## src/rtl/game_dialog_ctrl_if.sv

```systemverilog
// Dialog controller bus: keyboard/tile/frame inputs and renderer/progress outputs.
// The slave modport is the controller; the master modport drives it.
interface game_dialog_ctrl_if;
  logic [3:0] key;
  logic [3:0] current_pix;
  logic       frame_tick;
  logic [3:0] page_sel;
  logic       busy;
  logic       item;
  logic       item2;
  logic       door;

  modport slave (
    input  key, current_pix, frame_tick,
    output page_sel, busy, item, item2, door
  );

  modport master (
    output key, current_pix, frame_tick,
    input  page_sel, busy, item, item2, door
  );
endinterface

```

## src/rtl/game_dialog_ctrl.sv

```systemverilog
// NPC/door/chest dialog sequencer: prompt, accept, timed result page, cooldown.
// Tracks sticky item/item2/door progress flags; all outputs are registered.
module game_dialog_ctrl #(
  parameter logic [3:0] KEY_ACCEPT  = 4'h1,
  parameter logic [7:0] HOLD_FRAMES = 8'd120,
  parameter logic [7:0] COOL_FRAMES = 8'd30
) (
  input  logic               clk,
  input  logic               rst,
  game_dialog_ctrl_if.slave  bus
);

  typedef enum logic [1:0] {IDLE, TALK, RESULT, COOLDOWN} state_t;

  state_t     r_state, w_state_nxt;
  logic [3:0] r_key_p1;
  logic       r_rst_p1;
  logic [3:0] r_tile_q, w_tile_nxt;
  logic [3:0] r_res_page, w_res_nxt;
  logic [7:0] r_cnt, w_cnt_nxt;
  logic       r_item, r_item2, r_door;
  logic       w_set_item, w_set_item2, w_set_door;
  logic       w_accept, w_cnt_last;
  logic [3:0] w_page;
  logic [3:0] r_page_sel;
  logic       r_busy, r_item_o, r_item2_o, r_door_o;

  function automatic logic [7:0] sat_dec(input logic [7:0] v);
    return (v == 8'd0) ? 8'd0 : v - 8'd1;
  endfunction

  function automatic logic is_tile(input logic [3:0] t);
    return (t == 4'd2) || (t == 4'd3) || (t == 4'd4) || (t == 4'd6);
  endfunction

  function automatic logic [3:0] prompt_page(input logic [3:0] t);
    case (t)
      4'd2:    return 4'd1;
      4'd3:    return 4'd2;
      4'd4:    return 4'd3;
      4'd6:    return 4'd4;
      default: return 4'd0;
    endcase
  endfunction

  // Rising edge of the accept key; the cycle right after reset never counts as a press.
  assign w_accept   = (bus.key == KEY_ACCEPT) && (r_key_p1 != KEY_ACCEPT) && !r_rst_p1;
  assign w_cnt_last = bus.frame_tick && (r_cnt <= 8'd1);

  always_comb begin
    w_state_nxt = r_state;
    w_tile_nxt  = r_tile_q;
    w_res_nxt   = r_res_page;
    w_cnt_nxt   = r_cnt;
    w_set_item  = 1'b0;
    w_set_item2 = 1'b0;
    w_set_door  = 1'b0;
    case (r_state)
      IDLE: begin
        if (is_tile(bus.current_pix)) begin
          w_tile_nxt  = bus.current_pix;
          w_state_nxt = TALK;
        end
      end
      TALK: begin
        if (bus.current_pix != r_tile_q) begin
          w_state_nxt = IDLE;
        end else if (w_accept) begin
          w_cnt_nxt   = HOLD_FRAMES;
          w_state_nxt = RESULT;
          case (r_tile_q)
            4'd2: w_res_nxt = 4'd5;
            4'd3: begin
              w_set_item = 1'b1;
              w_res_nxt  = 4'd6;
            end
            4'd4: begin
              w_set_door = r_item;
              w_res_nxt  = r_item ? 4'd7 : 4'd8;
            end
            4'd6: begin
              w_set_item2 = r_item;
              w_res_nxt   = r_item ? 4'd9 : 4'd8;
            end
            default: w_res_nxt = 4'd0;
          endcase
        end
      end
      RESULT: begin
        if (w_accept || w_cnt_last) begin
          w_cnt_nxt   = COOL_FRAMES;
          w_state_nxt = COOLDOWN;
        end else if (bus.frame_tick) begin
          w_cnt_nxt = sat_dec(r_cnt);
        end
      end
      COOLDOWN: begin
        if (bus.frame_tick) w_cnt_nxt = sat_dec(r_cnt);
        if (w_cnt_last)     w_state_nxt = IDLE;
      end
      default: w_state_nxt = IDLE;
    endcase
  end

  always_comb begin
    w_page = 4'd0;
    case (r_state)
      TALK:    w_page = prompt_page(r_tile_q);
      RESULT:  w_page = r_res_page;
      default: w_page = 4'd0;
    endcase
  end

  always_ff @(posedge clk) begin
    if (rst) begin
      r_state    <= IDLE;
      r_key_p1   <= 4'd0;
      r_rst_p1   <= 1'b1;
      r_tile_q   <= 4'd0;
      r_res_page <= 4'd0;
      r_cnt      <= 8'd0;
      r_item     <= 1'b0;
      r_item2    <= 1'b0;
      r_door     <= 1'b0;
      r_page_sel <= 4'd0;
      r_busy     <= 1'b0;
      r_item_o   <= 1'b0;
      r_item2_o  <= 1'b0;
      r_door_o   <= 1'b0;
    end else begin
      r_state    <= w_state_nxt;
      r_key_p1   <= bus.key;
      r_rst_p1   <= 1'b0;
      r_tile_q   <= w_tile_nxt;
      r_res_page <= w_res_nxt;
      r_cnt      <= w_cnt_nxt;
      r_item     <= r_item  | w_set_item;
      r_item2    <= r_item2 | w_set_item2;
      r_door     <= r_door  | w_set_door;
      r_page_sel <= w_page;
      r_busy     <= (r_state != IDLE);
      r_item_o   <= r_item;
      r_item2_o  <= r_item2;
      r_door_o   <= r_door;
    end
  end

  assign bus.page_sel = r_page_sel;
  assign bus.busy     = r_busy;
  assign bus.item     = r_item_o;
  assign bus.item2    = r_item2_o;
  assign bus.door     = r_door_o;

endmodule

```

## src/flat_wrapper.sv

```systemverilog
// flat-port wrapper written by rule: the top's interface ports become plain ports
module game_dialog_ctrl_flat 
#(
  parameter logic [3:0] KEY_ACCEPT  = 4'h1,
  parameter logic [7:0] HOLD_FRAMES = 8'd120,
  parameter logic [7:0] COOL_FRAMES = 8'd30
)
  (clk, rst, bus_key, bus_current_pix, bus_frame_tick, bus_page_sel, bus_busy, bus_item, bus_item2, bus_door);
  game_dialog_ctrl_if bus_i ();
  input  logic clk;
  input  logic rst;
  input wire logic [$bits(bus_i.key)-1:0] bus_key;
  input wire logic [$bits(bus_i.current_pix)-1:0] bus_current_pix;
  input wire logic [$bits(bus_i.frame_tick)-1:0] bus_frame_tick;
  output wire logic [$bits(bus_i.page_sel)-1:0] bus_page_sel;
  output wire logic [$bits(bus_i.busy)-1:0] bus_busy;
  output wire logic [$bits(bus_i.item)-1:0] bus_item;
  output wire logic [$bits(bus_i.item2)-1:0] bus_item2;
  output wire logic [$bits(bus_i.door)-1:0] bus_door;
  assign bus_i.key = bus_key;
  assign bus_i.current_pix = bus_current_pix;
  assign bus_i.frame_tick = bus_frame_tick;
  assign bus_page_sel = bus_i.page_sel;
  assign bus_busy = bus_i.busy;
  assign bus_item = bus_i.item;
  assign bus_item2 = bus_i.item2;
  assign bus_door = bus_i.door;
  game_dialog_ctrl #(.KEY_ACCEPT(KEY_ACCEPT), .HOLD_FRAMES(HOLD_FRAMES), .COOL_FRAMES(COOL_FRAMES)) u_core (.clk(clk), .rst(rst), .bus(bus_i));
endmodule
```

## config.mk

```make
export PLATFORM = sky130hd
export DESIGN_NAME = game_dialog_ctrl_flat
export DESIGN_NICKNAME = d
export VERILOG_FILES = /design/src/rtl/game_dialog_ctrl_if.sv /design/src/rtl/game_dialog_ctrl.sv /design/src/flat_wrapper.sv
export SDC_FILE = /design/constraint.sdc
export NUM_CORES = 1
export LEC_CHECK = 0
export BUFFER_PORTS_ARGS = -buffer_cell sky130_fd_sc_hd__buf_2
export CAP_MARGIN = 0
export CORE_MARGIN = 2
export CORE_UTILIZATION = 35
export CTS_CLUSTER_SIZE = 12
export DETAILED_ROUTE_END_ITERATION = 8
export SLEW_MARGIN = 0
export SYNTH_ARGS = -nofsm -noshare
export SYNTH_HDL_FRONTEND = slang
export SYNTH_SLANG_ARGS = --single-unit
export TNS_END_PERCENT = 5
```

## constraint.sdc

```tcl
create_clock -name clk -period 2.7 [get_ports clk]
set_input_delay 0.54 -clock clk [delete_from_list [all_inputs] [get_ports clk]]
set_output_delay 0.54 -clock clk [all_outputs]
set_load 0.01 [all_outputs]
```

==> flow_summary.toml, run 1 <==
[outcome]
status = "completed"

[final_layout]
layout_commonest_cell = "dfxtp_1"
fin_area_um2 = 2098
fin_cells = 291
n_antenna_cell = 0
drive_above_1_share = 0.1946
final_cell_mix = "dfxtp_1 (34), nor2_1 (20), buf_2 (18)"
area_growth_pct = 17.19
layout.nets = 238
final_core_util = 0.4188

[timing]
hold_viol = 0
setup_tns_ns = 0
hold_ws_ns = 0.4361
finalClockSkew_ns = 0.002980
finalSetupViolations = 0
tightest_slew_ns = 0.5748
relSlewSlack = 0.6168
finalMaxSlewViolations = 0
setup_slack_ns = 0.4619
period_share = 0.8289
rsz0062_at_grt = "false"
period_needed_ns = 2.238
fmax_ghz = 0.4468

[clock_tree]
cts_sinks = 34
cts_tree = "done"
cts.htree.levels = 2
cts_buffer_depth = 2
post_cts_resized = 0
clk_pin_slew_worst_paths_ns = 0.07
post-cts-setup-buffers = 0
worstSkewPairLatency_ns = 0.29
cts_inserted_buffers = 5
cts_root_buf = "clkbuf_8"
postCtsHoldBufs = 0

[logic_synthesis]
synthCells = 203
synth.top_cell.area_share = 0.3802
yosysTopAreaCell = "dfxtp_1"
ys_types = 54
yosysSeqAreaShare = 0.3802
yosysWarnings = 0
synth_ff_type = "dfxtp_1"
syn-num-nets = 221
avgSynthCellArea_um2 = 8.820
ys_ff_latch = 34
async_flop_share = 0
syn_area_um2 = 1790
synthTopCellsByArea = "dfxtp_1 (38%), ha_1 (4.9%), nor2_1 (4.2%), mux2i_1 (3.4%), nand2_1 (2.9%)"
synth_edf_count = 0

[critical_path]
r2r_setup_slack_ns = 0.64
cp_data_required_time_ns = 2.88
crit_path_start_kind = "input port"
r2r_cells = 5
cp_max_fo = 5
r2r_end = "u_core.r_cnt[1]"
cp-end-kind = "flop"
path_class = "input port to flop"
r2r-start = "u_core.r_tile_q[1]"
critical_path_arrival_ns = 2.42

[placement]
dp.cells = 283
place_congestion = 0.8557
place_ws_ns = 0.1796
placed_area_um2 = 1956
portBuffers = 18
dp_hpwl_um = 2808

[worst_hold_path]
min-delay-start = "u_core.r_door"
hold_class = "flop to flop"
holdPathEnd = "u_core.bus.door"
hold_depth = 2

[routing]
met2WireLength_um = 1885
drcViolationCount = 0
via_per_inst = 5.265
routed_wl_um = 3965
drt_iter0_markers = 85
postRouteAntennaNets = 0
vias = 1532
met3WireLength_um = 166
drt-pass1-iter-count = 4
top_layer = "met4"
wl_met1_um = 1799
routedWlPerCell_um = 13.63

[floorplan]
die_x_um = 75.53
coreArea_um2 = 5010
die_h_um = 75.53
initial_core_util = 0.3574
die_area_um2 = 5704
num_io_pins = 19
rows = 26

[grt]
grt.total_usage = 0.1590
overflow = 0
grt_max_degree = 29
grt_pass1_wl_um = 6817
grt_antenna_before_repair = 0
grt_pass1_vias = 1479

[pwr]
total_power_mw = 1.350
peakVddDrop_uv = 296.2
leakagePower_nw = 0.8395
power.density_nw_per_um2 = 643.6

[run]
drv_cap = 0
power breakdown:
| part | switching [mW] | internal [mW] | total (mW) | leakage, nW |
|---|---|---|---|---|
| clock | 0.189 | 0.394 | 0.583 | 0.0714 |
| combinational | 0.131 | 0.0911 | 0.222 | 0.491 |
| sequential | 0.0226 | 0.523 | 0.545 | 0.277 |
critical path, cell delays in order:
cell and delay (ns):
buf_2 0.10, or4b_4 0.55, or3_4 0.41, a21o_1 0.24, a211o_1 0.31, a32o_1 0.25
final cells by class:
type,count,area [um^2]
Timing Repair Buffer,23,127.6
Multi-Input combinational cell,143,1011
Fill cell,523,2912
Tap cell,70,87.58
Inverter,13,48.80
Clock buffer,6,82.58
Clock inverter,2,60.06
Sequential cell,34,680.7
per-layer routing:
| layer | global-route usage | up-vias |
|---|---|---|
| met3 | 0.05952 | 11 |
| li1 | - | 770 |
| met4 | 0.07797 | 0 |
| met1 | 0.1902 | 719 |
| met2 | 0.2512 | 32 |
| met5 | 0 | - |
synthesized netlist by cell type (all sizes together), types with 2 or more instances:
| library cell | number |
|---|---|
| a211oi | 4 |
| a21boi | 3 |
| a21oi | 6 |
| a221oi | 2 |
| a22oi | 2 |
| a31oi | 5 |
| a32oi | 4 |
| and2 | 2 |
| buf | 2 |
| clkbuf | 11 |
| dfxtp | 34 |
| ha | 7 |
| inv | 13 |
| mux2i | 6 |
| nand2 | 14 |
| nand2b | 5 |
| nand3 | 2 |
| nor2 | 20 |
| nor2b | 5 |
| nor3 | 7 |
| nor3b | 3 |
| nor4 | 3 |
| nor4b | 2 |
| o211ai | 3 |
| o21a | 2 |
| o21ai | 5 |
| o221a | 2 |
| o31ai | 2 |
| o32ai | 3 |
| o41ai | 2 |
| xor2 | 4 |
registers in the layout (all words and copies together), names as in the netlist, named ones only:
signal,count
u_core.bus.item2,1
u_core.r_tile_q,4
u_core.r_item2,1
u_core.bus.item,1
u_core.r_res_page,4
u_core.r_cnt,8
u_core.bus.door,1
u_core.r_state,1
u_core.bus.page_sel,4
u_core.bus.busy,1
u_core.r_door,1
u_core.r_item,1
u_core.r_key_p1,4
u_core.r_rst_p1,1
cell families after synthesis:
family                   count (synthesis)  synth area share
adder cells (fa/ha/maj)                  7           0.04891
multiplexers                             6           0.03354
AND/OR/NAND/NOR                         70            0.2208
XOR/XNOR                                 5           0.02446
flip-flops                              34            0.3802
AO/OA/AOI/OAI                           55            0.2369
buffers and inverters                   26           0.05520
worst max path at each step:
stage                                  start               to  slack (ns)  cells past startpoint
final                             bus_key[1]  u_core.r_cnt[0]        0.46                      6
after global routing      u_core.r_tile_q[1]  u_core.r_cnt[1]        0.44                      5
after CTS                         bus_key[1]  u_core.r_cnt[0]        0.49                      6
after detailed placement          bus_key[1]  u_core.r_cnt[0]        0.18                      6
after global placement            bus_key[1]  u_core.r_cnt[0]        0.21                      6
after floorplan                   bus_key[1]  u_core.r_cnt[0]        0.35                      5
Power figures use the tool's default switching activity.
==> inputs of run 2 (changes only) <==
- clock period: 2.7 -> 1.9 ns (I/O delays scaled with it)
==> flow_summary.toml, run 2 (synthesis results as in run 1) <==
[outcome]
status = "completed"

[floorplan]
die_h_um = 75.53
die_x_um = 75.53
rows = 26
coreArea_um2 = 5010
initial_core_util = 0.3574
num_io_pins = 19
die_area_um2 = 5704

[final_layout]
largest_reg_flops = 8
area_growth_pct = 25.65
n_antenna_cell = 0
fin_area_um2 = 2250
layout_commonest_cell = "dfxtp_1"
layout.nets = 261
final_cell_mix = "dfxtp_1 (34), buf_4 (28), nor2_1 (20)"
n_fill_cell = 514
top_register = "u_core.r_cnt"
drive_above_1_share = 0.2951

[grt]
grt_pass1_wl_um = 7182
grt.total_usage = 0.1649
overflow = 0
grt_max_degree = 17
grt_antenna_before_repair = 0
grt_pass1_vias = 1570

[critical_path]
startpoint = "bus_key[2]"
cp_max_fo = 4
r2r-start = "u_core.r_cnt[3]"
cp_data_required_time_ns = 2.08
crit_path_start_kind = "input port"
critical_path_arrival_ns = 2.07
cp-end-kind = "flop"
r2r_setup_slack_ns = 0.09
path_class = "input port to flop"

[worst_hold_path]
min-delay-start = "bus_key[2]"
hold_class = "input port to flop"

[timing]
period_needed_ns = 1.895
hold_ws_ns = 0.3163
finalClockSkew_ns = 0.004802
fmax_ghz = 0.5278
setup_slack_ns = 0.005500
hold_viol = 0
finalMaxSlewViolations = 0
finalSetupViolations = 0
rsz0062_at_grt = "true"
relSlewSlack = 0.7167
tightest_slew_ns = 0.4244
period_share = 0.9971

[clock_tree]
cts_inserted_buffers = 5
cts_sinks = 34
cts_tree = "done"
post-cts-setup-buffers = 0
cts_buffer_depth = 2
postCtsHoldBufs = 0
worstSkewPairLatency_ns = 0.29
cts.htree.levels = 2
cts_root_buf = "clkbuf_8"
clk_pin_slew_worst_paths_ns = 0.07

[pwr]
peakVddDrop_uv = 405.9
power.density_nw_per_um2 = 765.9
leakagePower_nw = 0.9337
total_power_mw = 1.723

[routing]
drt_iter0_markers = 94
postRouteAntennaNets = 0
drcViolationCount = 0
via_per_inst = 5.175
drt-pass1-iter-count = 5
routedWlPerCell_um = 13.48
vias = 1625
routed_wl_um = 4234

[placement]
portBuffers = 18
place_congestion = 0.8596
dp_hpwl_um = 3116
place_ws_ns = -0.3659
placed_area_um2 = 2128

[run]
drv_cap = 0
run 2: changes by cell type in the layout (fill, tap and decap cells not counted), sizes merged:
cell      delta
bufinv       -2
buf         +23
clkinvlp     +1
clkinv       +1
run 2: layout make-up:
cell class / instances / area, um^2 / share of cell area
clock buffer: 6 / 82.58 / 0.03671
timing repair buffer: 46 / 300.3 / 0.1335
inverter: 13 / 48.80 / 0.02169
multi-input combinational: 143 / 1037 / 0.4611
sequential: 34 / 680.7 / 0.3026
clock inverter: 2 / 12.51 / 0.005562
tap: 70 / 87.58 / 0.03893
run 2: report_power, final:
part	switching, mW	internal [mW]	total [mW]
Combinational	0.215	0.178	0.393
Sequential	0.0250	0.743	0.768
Clock	0.271	0.291	0.562
Total	0.511	1.21	1.72
run 2: repair_timing:
item / CTS / global route
setup endpoints to repair: 4 / 8
gates resized for setup: 1 / 6
pin swaps: 1 / 0
run 2: routing by layer:
metal | routed length, um | vias to the layer above | GRT usage | share of wire
li1 | - | 815 | - | -
met1 | 1924 | 776 | 0.2011 | 0.45
met2 | 2093 | 25 | 0.2802 | 0.49
met3 | 135 | 9 | 0.04101 | 0.032
met4 | 80 | 0 | 0.06238 | 0.019
met5 | 0 | - | 0 | 0
run 2: path summary, 6_finish.rpt:
path	end	depth (start not counted)
setup / recovery	u_core.r_cnt[0]	6
hold / removal	u_core.r_key_p1[2]	2
setup reg to reg	u_core.r_cnt[7]	5
hold reg to reg	u_core.bus.door	2
run 2: worst max-delay path, cell delays in order:
cell	delay, ns
buf_2	0.10
or4b_4	0.55
or3_4	0.36
a21o_1	0.19
a211o_1	0.26
a32o_1	0.23
run 2: per-stage QoR:
stage | cells | utilization | TNS, ns
detailed placement | 306 | 0.4248 | -3.215
CTS | 314 | 0.4448 | 0
floorplan | 203 | - | -1.153
global placement | 306 | 0.4248 | -3.043
global route | 314 | 0.4491 | -0.03032
finish | 314 | 0.4491 | 0
==> inputs of run 3 (changes only) <==
- CORE_MARGIN: 2 -> 5
- CTS_CLUSTER_SIZE: 12 -> unset
==> flow_summary.toml, run 3 (synthesis results as in run 1) <==
[outcome]
status = "completed"

[timing]
relSlewSlack = 0.7080
period_needed_ns = 1.896
rsz0062_at_grt = "true"
hold_ws_ns = 0.3156
tightest_slew_ns = 0.4375
fmax_ghz = 0.5274
period_share = 0.9980
finalSetupViolations = 0
finalMaxSlewViolations = 0
finalClockSkew_ns = 0.007423
hold_viol = 0

[floorplan]
die_x_um = 81.53
die_h_um = 81.53
num_io_pins = 19
initial_core_util = 0.3551
die_area_um2 = 6646
coreArea_um2 = 5042
rows = 26

[final_layout]
largest_reg_flops = 8
layout_commonest_cell = "dfxtp_1"
fin_area_um2 = 2253
drive_above_1_share = 0.2963
n_fill_cell = 513
final_cell_mix = "dfxtp_1 (34), buf_4 (27), nor2_1 (20)"
n_antenna_cell = 0
top_register = "u_core.r_cnt"
layout.nets = 260
area_growth_pct = 25.86

[clock_tree]
worstSkewPairLatency_ns = 0.29
cts_sinks = 34
post-cts-setup-buffers = 0
cts_root_buf = "clkbuf_8"
cts_inserted_buffers = 5
cts_tree = "done"
postCtsHoldBufs = 0
cts.htree.levels = 2
clk_pin_slew_worst_paths_ns = 0.07
cts_buffer_depth = 2

[worst_hold_path]
hold_class = "input port to flop"

[critical_path]
cp_max_fo = 4
max_stage_delay_ns = 0.55
cp_data_required_time_ns = 2.08
cp-end-kind = "flop"
crit_slowest_cell = "or4b_4"
critical_path_arrival_ns = 2.07
path_class = "input port to flop"
crit_path_start_kind = "input port"
crit_chain = "buf_2 > or4b_4 > or3_4 > a21o_1 > a211o_1 > a32o_1"

[routing]
postRouteAntennaNets = 0
drt-pass1-iter-count = 4
met3WireLength_um = 105
drcViolationCount = 0
routed_wl_um = 4157
drt_iter0_markers = 51
routedWlPerCell_um = 13.28
met2WireLength_um = 2035
wl_met1_um = 1967
via_per_inst = 5.115
vias = 1601
top_layer = "met4"

[pwr]
power.density_nw_per_um2 = 760.2
leakagePower_nw = 0.9302
peakVddDrop_uv = 342.7

[placement]
portBuffers = 18
placed_area_um2 = 2121
dp_hpwl_um = 3094
place_congestion = 0.8095

[run]
drv_cap = 0

[grt]
grt_pass1_wl_um = 7148
overflow = 0
grt_pass1_vias = 1575
grt_antenna_before_repair = 0
grt_max_degree = 28
grt.total_usage = 0.1396
[run 3: changes by cell type in the layout (fill, tap and decap cells not counted), sizes merged]
cell,change
buf,-1
[run 3: power breakdown]
| part | internal [mW] | total [mW] | switching (mW) |
|---|---|---|---|
| Sequential | 0.743 | 0.769 | 0.0261 |
| Clock | 0.291 | 0.560 | 0.269 |
| Combinational | 0.172 | 0.384 | 0.213 |
| Total | 1.21 | 1.71 | 0.507 |
[run 3: worst paths after layout]
check                           depth (start not counted)  slack (ns)            start                 end
worst min register to register                          2        0.44    u_core.r_door     u_core.bus.door
worst max-delay path                                    6       0.004       bus_key[2]     u_core.r_cnt[0]
worst max register to register                          7        0.11  u_core.r_cnt[0]     u_core.r_cnt[3]
worst min-delay path                                    2        0.32       bus_key[2]  u_core.r_key_p1[2]
[run 3: worst max-delay path: cells and delay by family]
kind / cells / cell delay (ns)
AOI/OAI and AO/OA: 3 / 0.68
and+or+nand+nor: 2 / 0.91
buffers and inverters: 1 / 0.10
[run 3: final cells by class]
type	count	area, um^2	share of cell area
Multi-Input combinational cell	143	1049	0.4653
Sequential cell	34	680.7	0.3021
Timing Repair Buffer	45	292.8	0.1299
Tap cell	70	87.58	0.03887
Clock buffer	6	82.58	0.03665
Inverter	13	48.80	0.02165
Clock inverter	2	12.51	0.005552
[run 3: through the flow]
step	power (mW)	setup slack, ns	TNS [ns]	utilization	instances
after floorplan	1.011	-0.2383	-1.153	-	203
after global placement	1.143	-0.3349	-3.249	0.4206	305
after detailed placement	1.141	-0.3542	-3.362	0.4206	305
after CTS	1.707	0.004842	0	0.4395	313
after global routing	1.813	-0.04962	-0.1009	0.4469	313
final	1.713	0.003882	0	0.4469	313
[run 3: repair_timing]
item | 4_1_cts | 5_1_grt
setup endpoints to repair | 4 | 7
resized for setup | 0 | 8
pin swaps | 1 | 1
[run 3: routing by layer]
metal / GRT usage / up-vias
li1: - / 814
met1: 0.1692 / 763
met2: 0.2410 / 18
met3: 0.03070 / 6
met4: 0.05068 / 0
met5: 0 / -
